### src/rtl/fetch_unit.sv
// Instruction fetch stage: owns the PC, drives the blocking icache request
// interface and buffers fetched {pc, instr} pairs in a small circular queue
// for decode. Supports backend redirects (flush + new PC) and a sticky halt.
module fetch_unit #(
    parameter int          IQ_DEPTH = 4,
    parameter logic [31:0] RESET_PC = 32'h0
) (
    input  logic        CLK,
    input  logic        RST,
    output logic        icache_REN,
    output logic [31:0] icache_addr,
    output logic        icache_halt,
    input  logic        icache_hit,
    input  logic [31:0] icache_load,
    input  logic        redirect_valid,
    input  logic [31:0] redirect_pc,
    input  logic        halt_req,
    output logic        iq_valid,
    output logic [31:0] iq_instr,
    output logic [31:0] iq_pc,
    input  logic        iq_ready,
    output logic        fetch_halted
);

    localparam int PTR_W = $clog2(IQ_DEPTH);
    localparam int CNT_W = PTR_W + 1;
    localparam logic [CNT_W-1:0] FULL_CNT = CNT_W'(IQ_DEPTH);

    typedef enum logic [1:0] {
        S_IDLE  = 2'd0,
        S_FETCH = 2'd1,
        S_HALT  = 2'd2
    } state_t;

    state_t            state_q, state_d;
    logic [31:0]       pc_q, pc_d;
    logic [PTR_W-1:0]  head_q, head_d;
    logic [PTR_W-1:0]  tail_q, tail_d;
    logic [CNT_W-1:0]  count_q, count_d;

    // Queue storage; no reset needed because the head is masked when empty.
    logic [31:0] instr_mem [IQ_DEPTH];
    logic [31:0] pc_mem    [IQ_DEPTH];

    logic iq_full;
    logic push;
    logic pop;
    logic flush;

    assign iq_full  = (count_q == FULL_CNT);
    assign iq_valid = (count_q != '0);
    assign iq_instr = iq_valid ? instr_mem[head_q] : 32'h0;
    assign iq_pc    = iq_valid ? pc_mem[head_q]    : 32'h0;
    assign pop      = iq_valid && iq_ready;

    // FSM state register; IDLE holds for exactly the first edge after reset.
    always_ff @(posedge CLK or posedge RST) begin
        if (RST) begin
            state_q <= S_IDLE;
        end else begin
            state_q <= state_d;
        end
    end

    // FSM next state: HALT is sticky and only reset leaves it.
    always_comb begin
        state_d = state_q;
        case (state_q)
            S_IDLE:  state_d = S_FETCH;
            S_FETCH: if (halt_req) state_d = S_HALT;
            S_HALT:  state_d = S_HALT;
            default: state_d = S_IDLE;
        endcase
    end

    // FSM outputs: request gating, and redirect qualified so halt takes priority.
    always_comb begin
        icache_REN   = (state_q == S_FETCH) && !iq_full && !redirect_valid && !halt_req;
        icache_halt  = (state_q == S_HALT);
        fetch_halted = (state_q == S_HALT);
        flush        = (state_q == S_FETCH) && redirect_valid && !halt_req;
        push         = icache_REN && icache_hit;
    end

    assign icache_addr = pc_q;

    // Next PC and queue bookkeeping; a flush overrides any pop in the same cycle.
    always_comb begin
        pc_d    = pc_q;
        head_d  = head_q;
        tail_d  = tail_q;
        count_d = count_q;
        if (flush) begin
            pc_d    = redirect_pc & 32'hFFFF_FFFC;
            head_d  = '0;
            tail_d  = '0;
            count_d = '0;
        end else begin
            if (push) begin
                pc_d   = pc_q + 32'd4;
                tail_d = tail_q + PTR_W'(1);
            end
            if (pop) begin
                head_d = head_q + PTR_W'(1);
            end
            count_d = count_q + CNT_W'(push) - CNT_W'(pop);
        end
    end

    // PC and queue pointer registers.
    always_ff @(posedge CLK or posedge RST) begin
        if (RST) begin
            pc_q    <= RESET_PC;
            head_q  <= '0;
            tail_q  <= '0;
            count_q <= '0;
        end else begin
            pc_q    <= pc_d;
            head_q  <= head_d;
            tail_q  <= tail_d;
            count_q <= count_d;
        end
    end

    // Queue storage write on every accepted hit.
    always_ff @(posedge CLK) begin
        if (push) begin
            instr_mem[tail_q] <= icache_load;
            pc_mem[tail_q]    <= pc_q;
        end
    end

endmodule

### config.mk
export PLATFORM = sky130hd
export DESIGN_NAME = fetch_unit
export DESIGN_NICKNAME = d
export VERILOG_FILES = /design/src/rtl/fetch_unit.sv
export SDC_FILE = /design/constraint.sdc
export NUM_CORES = 1
export LEC_CHECK = 0
export BUFFER_PORTS_ARGS = -buffer_cell sky130_fd_sc_hd__buf_2
export CORE_MARGIN = 2
export CORE_UTILIZATION = 34
export CTS_CLUSTER_SIZE = 30
export DETAILED_ROUTE_END_ITERATION = 10
export GPL_TIMING_DRIVEN = 0
export PLACE_DENSITY = 0.57
export SETUP_SLACK_MARGIN = 0.15
export SLEW_MARGIN = 30
export SYNTH_ARGS = -nofsm -noshare
export SYNTH_HDL_FRONTEND = slang
export SYNTH_SLANG_ARGS = --single-unit
### constraint.sdc
create_clock -name CLK -period 6.5 [get_ports CLK]
set_input_delay 0.325 -clock CLK [delete_from_list [all_inputs] [get_ports CLK]]
set_output_delay 0.325 -clock CLK [all_outputs]
set_load 0.01 [all_outputs]
==> results.yml, run 1 <==
critical_path:
  cp.arrival_ns: 3.51
  critPathRequiredTime_ns: 6.68
  worstSetupEndpointType: "flip-flop"
  crit_type: "reg -> reg"
  start_kind: "flip-flop"
  crit_fanout: 36
final_layout:
  final_common_cell: "edfxtp_1"
  final_nets: 949
  multi_input_area_um2: 3098
  antenna_cells: 0
  ff_latch_area_um2: 8423
  final_cell_area_um2: 14370
  drive_above_1_share: 0.3449
  n_fill_cell: 3113
  synthToLayoutAreaGrowth_pct: 22.69
  final_cell_mix: "edfxtp_1 (248), buf_2 (170), and2_1 (67)"
timing:
  fin_crit_ns: 3.333
  skew_ns: 0.01774
  slew_headroom: 0.4378
  fin_setup_tns_ns: 0
  fmax_mhz: 300.0
  setup_viol: 0
  min_period_over_period: 0.5128
  slew_violations: 0
  tightest_slew_ns: 0.8433
  hold_viol: 0
  rsz0062_at_grt: "no"
yosys:
  yosys_warnings: 0
  synth-edff-count: 248
  synth-async-reset-ratio: 0.1359
  synth_ff_type: "edfxtp_1"
  ys_seq_area_frac: 0.7192
  syn_area_um2: 11710
  synth_area_leaders: "edfxtp_1 (64%), mux4_2 (12%), dfrtp_1 (8.3%), and2_1 (3.8%), xor2_1 (1.2%)"
  synth_cells: 659
  yosys.area.top_type: "edfxtp_1"
  synth_top_area_frac: 0.6359
  synth_cell_type_count: 47
  ys_ff_latch: 287
  avgSynthCellArea_um2: 17.77
power:
  sw_frac_of_total: 0.3139
  p_seq_frac: 0.403
  p_int_w: 0.004320
  power.share.combinational: 0.296
  power_density_nw_per_um2: 438.2
  vdd_ir_drop_max_uv: 206.7
  clkPwrFrac: 0.301
  power.net_switching_w: 0.001977
  cellLeakagePower_nw: 5.088
grt:
  antenna_found_initial: 0
  gr-total-overflow: 0
  grt_max_degree: 37
  grt_use_total: 0.1560
  grt_pass1_wl_um: 42160
  grt_pass1_vias: 6858
drt:
  drt_first_pass_iters: 7
  via_per_inst: 4.922
  drc: 0
  wl_per_cell_um: 20.77
  vias: 6600
  drt_iter0_drc: 461
  drt-total-wl_um: 27850
  postRouteAntennaNets: 0
clock_tree:
  cts_root_buffer: "clkbuf_16"
  clockBufferDepth: 3
  post_cts_resized: 0
  clk_pin_slew_ns: 0.06
  numCtsBuffers: 34
  cts.sinks: 287
  htree_num_levels: 2
  clk_latency_ns: 0.50
  cts_tree: "yes"
die:
  core_um2: 33700
  ios: 170
  fp.dieW_um: 189.6
  placementRows: 67
  dieArea_um2: 35950
  die_h_um: 189.6
  start_util: 0.3475
placement:
  dpl.hpwl_um: 18280
  io_buffers: 163
  finalWeightedCongestion: 0.7644
  dpl_cell_area_um2: 13230
run:
  maxCapViolCount: 0
hold_path:
  hold_path_class: "in -> reg"
run_status:
  status: "finished clean"
## power groups by stage
stage          clock network (W)  logic [W]  registers [W]
3_5_place_dp                   0    0.00192        0.00258
5_1_grt                  0.00202    0.00206        0.00258
4_1_cts                  0.00195    0.00192        0.00254
6_report                 0.00189    0.00186        0.00254
3_3_place_gp                   0    0.00190        0.00257
2_1_floorplan                  0    0.00116        0.00253
## synthesized netlist by cell type, types with 2 or more instances
cell type	n
edfxtp_1	248
inv_1	13
and2_1	71
nand3_1	19
a211oi_1	3
a31oi_1	3
ha_1	10
mux4_2	62
buf_4	5
nor4_4	2
nand2_1	36
or3_1	2
dfrtp_1	39
nor4_1	4
a311oi_1	2
a21oi_1	3
xnor2_1	6
o211ai_1	3
o21ai_0	21
o31ai_1	2
clkbuf_1	23
xor2_1	16
nand4_1	11
or4_1	3
nor3_1	3
buf_2	7
nor2_1	19
and3_1	4
## sequential cells by signal, indices dropped and copies added (netlist names)
register	flops
state_q	2
instr_mem	128
icache_addr	30
pc_mem	120
head_q	2
tail_q	2
count_q	3
## final timing paths
| kind | end | slack, ns | cells past startpoint | from |
|---|---|---|---|---|
| max | instr_mem[3][12]$_DFFE_PP_ | 3.17 | 9 | state_q[1]$_DFFE_PP0P_ |
| min | icache_addr[14]$_DFFE_PP0N_ | 0.03 | 3 | redirect_pc[14] |
| max reg2reg | instr_mem[3][12]$_DFFE_PP_ | 3.17 | 9 | state_q[1]$_DFFE_PP0P_ |
| min reg2reg | pc_mem[1][26]$_DFFE_PP_ | 0.57 | 0 | icache_addr[26]$_DFFE_PP0N_ |
| max in group asynchronous | tail_q[0]$_DFFE_PP0N_ | 5.69 | 4 | RST |
| min in group asynchronous | state_q[0]$_DFFE_PP0P_ | 0.34 | 3 | RST |
## worst max-delay path, cell delays in order, from the launching register on
cell and delay (ns):
dfrtp_1 0.38, inv_1 0.10, ha_1 0.18, nor3b_1 0.24, and3_1 0.18, clkbuf_1 0.25
buf_2 0.29, clkbuf_1 0.41, and2_4 0.66, buf_12 0.29
## through the flow
step	instances	utilization	worst slack [ns]	total power (W)	hold WS (ns)
after floorplan	662	-	3.025	0.003692	0.4239
after global placement	1273	0.3887	1.225	0.004475	0.5340
after detailed placement	1279	0.3926	3.194	0.004497	0.3110
after CTS	1341	0.4264	3.153	0.006417	0.008666
after global routing	1341	0.4264	2.982	0.006658	0.02883
final	1341	0.4264	3.167	0.006296	0.03043
## routing by layer
layer,track usage,routed length [um]
met1,0.2188,12420
met2,0.2540,13380
met3,0.02878,1571
met4,0.03578,470
met5,0,0
## logic make-up (layout without fill, tap and decap cells)
family	Yosys count	in the layout	synth area share
buffers and inverters	49	280	0.01806
flip-flops	287	287	0.7192
multiplexers	62	62	0.1192
AO/OA/AOI/OAI	42	42	0.02201
other	1	4	0.0003202
adder cells (fa/ha/maj)	11	11	0.01239
AND/OR/NAND/NOR	185	185	0.09231
XOR/XNOR	22	22	0.01645
## what timing repair did
action                    in CTS  in global routing
hold buffers                   1                  0
hold endpoints to repair      12                  0
buffers inserted               0                  0
## cell type report
type	count	share of cell area
buffer	35	0.01106
clock buffer	44	0.06766
clock inverter	17	0.01097
inverter	14	0.003657
multi-input combinational	326	0.2156
sequential	287	0.5862
tap	448	0.03901
timing repair buffer	170	0.06583
(Power assumes the default switching activity.)
==> run 2, diff against run 1 <==
--- a/config.mk
+++ b/config.mk
@@ -5,6 +5,7 @@
 export SDC_FILE = /design/constraint.sdc
 export NUM_CORES = 1
 export LEC_CHECK = 0
+export ABC_AREA = 1
 export BUFFER_PORTS_ARGS = -buffer_cell sky130_fd_sc_hd__buf_2
 export CORE_MARGIN = 2
 export CORE_UTILIZATION = 34
==> constraint.sdc (replaced) <==
create_clock -name CLK -period 3.3 [get_ports CLK]
set_input_delay 0.165 -clock CLK [delete_from_list [all_inputs] [get_ports CLK]]
set_output_delay 0.165 -clock CLK [all_outputs]
set_load 0.01 [all_outputs]
==> results.yml, run 2 <==
yosys:
  synth.most_common_cell: "nor2_1"
  syn_area_um2: 12470
  yosys.area.top_type: "edfxtp_1"
  synth_cell_type_count: 36
  ys_seq_area_frac: 0.6754
  synth_area_leaders: "edfxtp_1 (60%), nor2_1 (9.0%), dfrtp_1 (7.8%), nand2_1 (4.9%), o21ai_0 (4.3%)"
  avgSynthCellArea_um2: 10.58
  synth_top_area_frac: 0.5971
  synth_common_cells: "nor2_1 (300), edfxtp_1 (248), nand2_1 (162), o21ai_0 (107), a21oi_1 (74)"
  synth-edff-count: 248
  ys_ff_latch: 287
  synth-async-reset-ratio: 0.1359
  yosys_warnings: 0
  synth_ff_type: "edfxtp_1"
  synth_cells: 1179
placement:
  finalWeightedCongestion: 0.8924
  dp_slack_ns: 0.6296
  dpl.hpwl_um: 23710
  io_buffers: 163
grt:
  grt_use_total: 0.1820
  grt_pass1_vias: 9072
  grt_pass1_wl_um: 53130
  grt_max_degree: 23
  gr-total-overflow: 0
  antenna_found_initial: 0
drt:
  top_layer: "met4"
  met2_length_um: 17020
  wl_per_cell_um: 17.89
  drc: 0
  postRouteAntennaNets: 0
  wl_met3_um: 1994
  via_per_inst: 4.778
  drt_first_pass_iters: 5
  drt-total-wl_um: 34890
  wl_met1_um: 15340
  drt_iter0_drc: 552
  vias: 9318
critical_path:
  critPathRequiredTime_ns: 3.13
  crit_type: "reg -> out"
  startpoint: "count_q[1]$_DFF_PP0_"
  cp.arrival_ns: 2.63
  crit_fanout: 10
  rr_startpoint: "state_q[1]$_DFFE_PP0P_"
  worstSetupEndpointType: "output port"
  start_kind: "flip-flop"
die:
  start_util: 0.3431
  ios: 170
  placementRows: 70
  core_um2: 36350
  die_h_um: 195.5
  dieArea_um2: 38230
  fp.dieW_um: 195.5
timing:
  setup_viol: 0
  hold_viol: 0
  fin_crit_ns: 2.792
  fin_setup_tns_ns: 0
  skew_ns: 0.01848
  slew_headroom: 0.5276
  min_period_over_period: 0.8460
  tightest_slew_ns: 0.7086
  fmax_mhz: 358.2
  layout_setup_ws_ns: 0.5081
  rsz0062_at_grt: "no"
  slew_violations: 0
clock_tree:
  cts_root_buffer: "clkbuf_16"
  htree_num_levels: 1
  clk_pin_slew_ns: 0.06
  clk_latency_ns: 0.56
  clockBufferDepth: 3
  post_cts_resized: 0
  cts.sinks: 287
  cts_tree: "yes"
  numCtsBuffers: 31
final_layout:
  largest_register: "instr_mem"
  synthToLayoutAreaGrowth_pct: 27.02
  largest_reg_flops: 128
  final_cell_mix: "nor2_1 (296), edfxtp_1 (248), buf_2 (188)"
  drive_above_1_share: 0.2011
  antenna_cells: 0
  final_nets: 1538
  final_common_cell: "nor2_1"
power:
  vdd_ir_drop_max_uv: 474.0
  cellLeakagePower_nw: 6.114
  power_density_nw_per_um2: 836.3
run_status:
  status: "finished clean"
hold_path:
  hp-start: "icache_hit"
  hold_path_class: "in -> reg"
run:
  maxCapViolCount: 0
==> run 2: cell count changes in the layout (fill, tap and decap cells not counted), sizes merged, moves of 19 or more <==
cell | previous run | this run
nand3 | 20 | 39
mux4 | 62 | 0
o21ai | 21 | 139
and2 | 71 | 2
a21oi | 3 | 74
nand2 | 36 | 171
nor2 | 19 | 314
inv | 14 | 58
buf | 181 | 211
dlygate4sd3 | 1 | 65
==> run 2: layout make-up <==
| type | instances | area [um^2] |
|---|---|---|
| plain buffers | 62 | 302.8 |
| clock buffers | 45 | 858.3 |
| clock inverters | 13 | 65.06 |
| fillers | 3465 | 20510 |
| inverters | 57 | 214.0 |
| multi-input cells | 776 | 3573 |
| flip-flops and latches | 287 | 8423 |
| well taps | 468 | 585.6 |
| repair buffers | 242 | 1819 |
==> run 2: final timing paths <==
| kind | cells past startpoint | endpoint | slack [ns] |
|---|---|---|---|
| worst max-delay path | 6 | iq_pc[13] | 0.51 |
| worst min-delay path | 5 | icache_addr[15]$_DFFE_PP0N_ | 0.13 |
| worst max register to register | 10 | instr_mem[3][5]$_DFFE_PP_ | 0.64 |
| worst min register to register | 2 | state_q[1]$_DFFE_PP0P_ | 0.60 |
| max in group asynchronous | 4 | icache_addr[18]$_DFFE_PP0N_ | 2.67 |
| min in group asynchronous | 3 | icache_addr[25]$_DFFE_PP0N_ | 0.16 |
==> run 2: stage by stage <==
step / hold WS (ns) / cell area, um^2 / util / power (W) / instances
3_5_place_dp: 0.1924 / 14270 / 0.3925 / 0.01016 / 1827
4_1_cts: 0.1150 / 15840 / 0.4358 / 0.01343 / 1950
6_report: 0.1329 / 15840 / 0.4358 / 0.01325 / 1950
2_1_floorplan: 0.2639 / 12480 / - / 0.007883 / 1182
3_3_place_gp: 0.3794 / 13880 / 0.3820 / 0.01004 / 1813
5_1_grt: 0.1529 / 15840 / 0.4358 / 0.01415 / 1950
==> run 2: power by group <==
| group | total [W] | internal [W] | switching (W) |
|---|---|---|---|
| sequential | 0.00500 | 0.00441 | 0.000587 |
| combinational | 0.00507 | 0.00178 | 0.00329 |
| clock | 0.00318 | 0.00179 | 0.00139 |
==> run 2: per-layer routing <==
layer,vias to the layer above,global-route usage
met1,4418,0.2422
met2,301,0.3176
li1,4557,-
met5,-,0
met3,42,0.02435
met4,0,0.03930
==> run 2: repair_timing <==
action | 4_1_cts | 5_1_grt
hold endpoints to repair | 200 | 0
buffers inserted | 0 | 0
hold buffers | 65 | 0
==> run 2: cells by family after synthesis <==
kind of cell	count (synthesis)	share of synthesized area
muxes	2	0.001605
adders and majority gates	11	0.01164
and+or+nand+nor	536	0.1781
DFF	287	0.6754
AOI/OAI and AO/OA	221	0.09019
xor gates and xnor gates	2	0.001405
buffers and inverters	119	0.04143
other	1	0.0003007
==> run 2: worst max-delay path: stages, from the launching register on <==
cell and delay, ns:
dfrtp_1 0.39, inv_1 0.14, nand3_1 0.29, inv_2 0.29
clkbuf_1 0.57, a21oi_1 0.19, buf_2 0.20
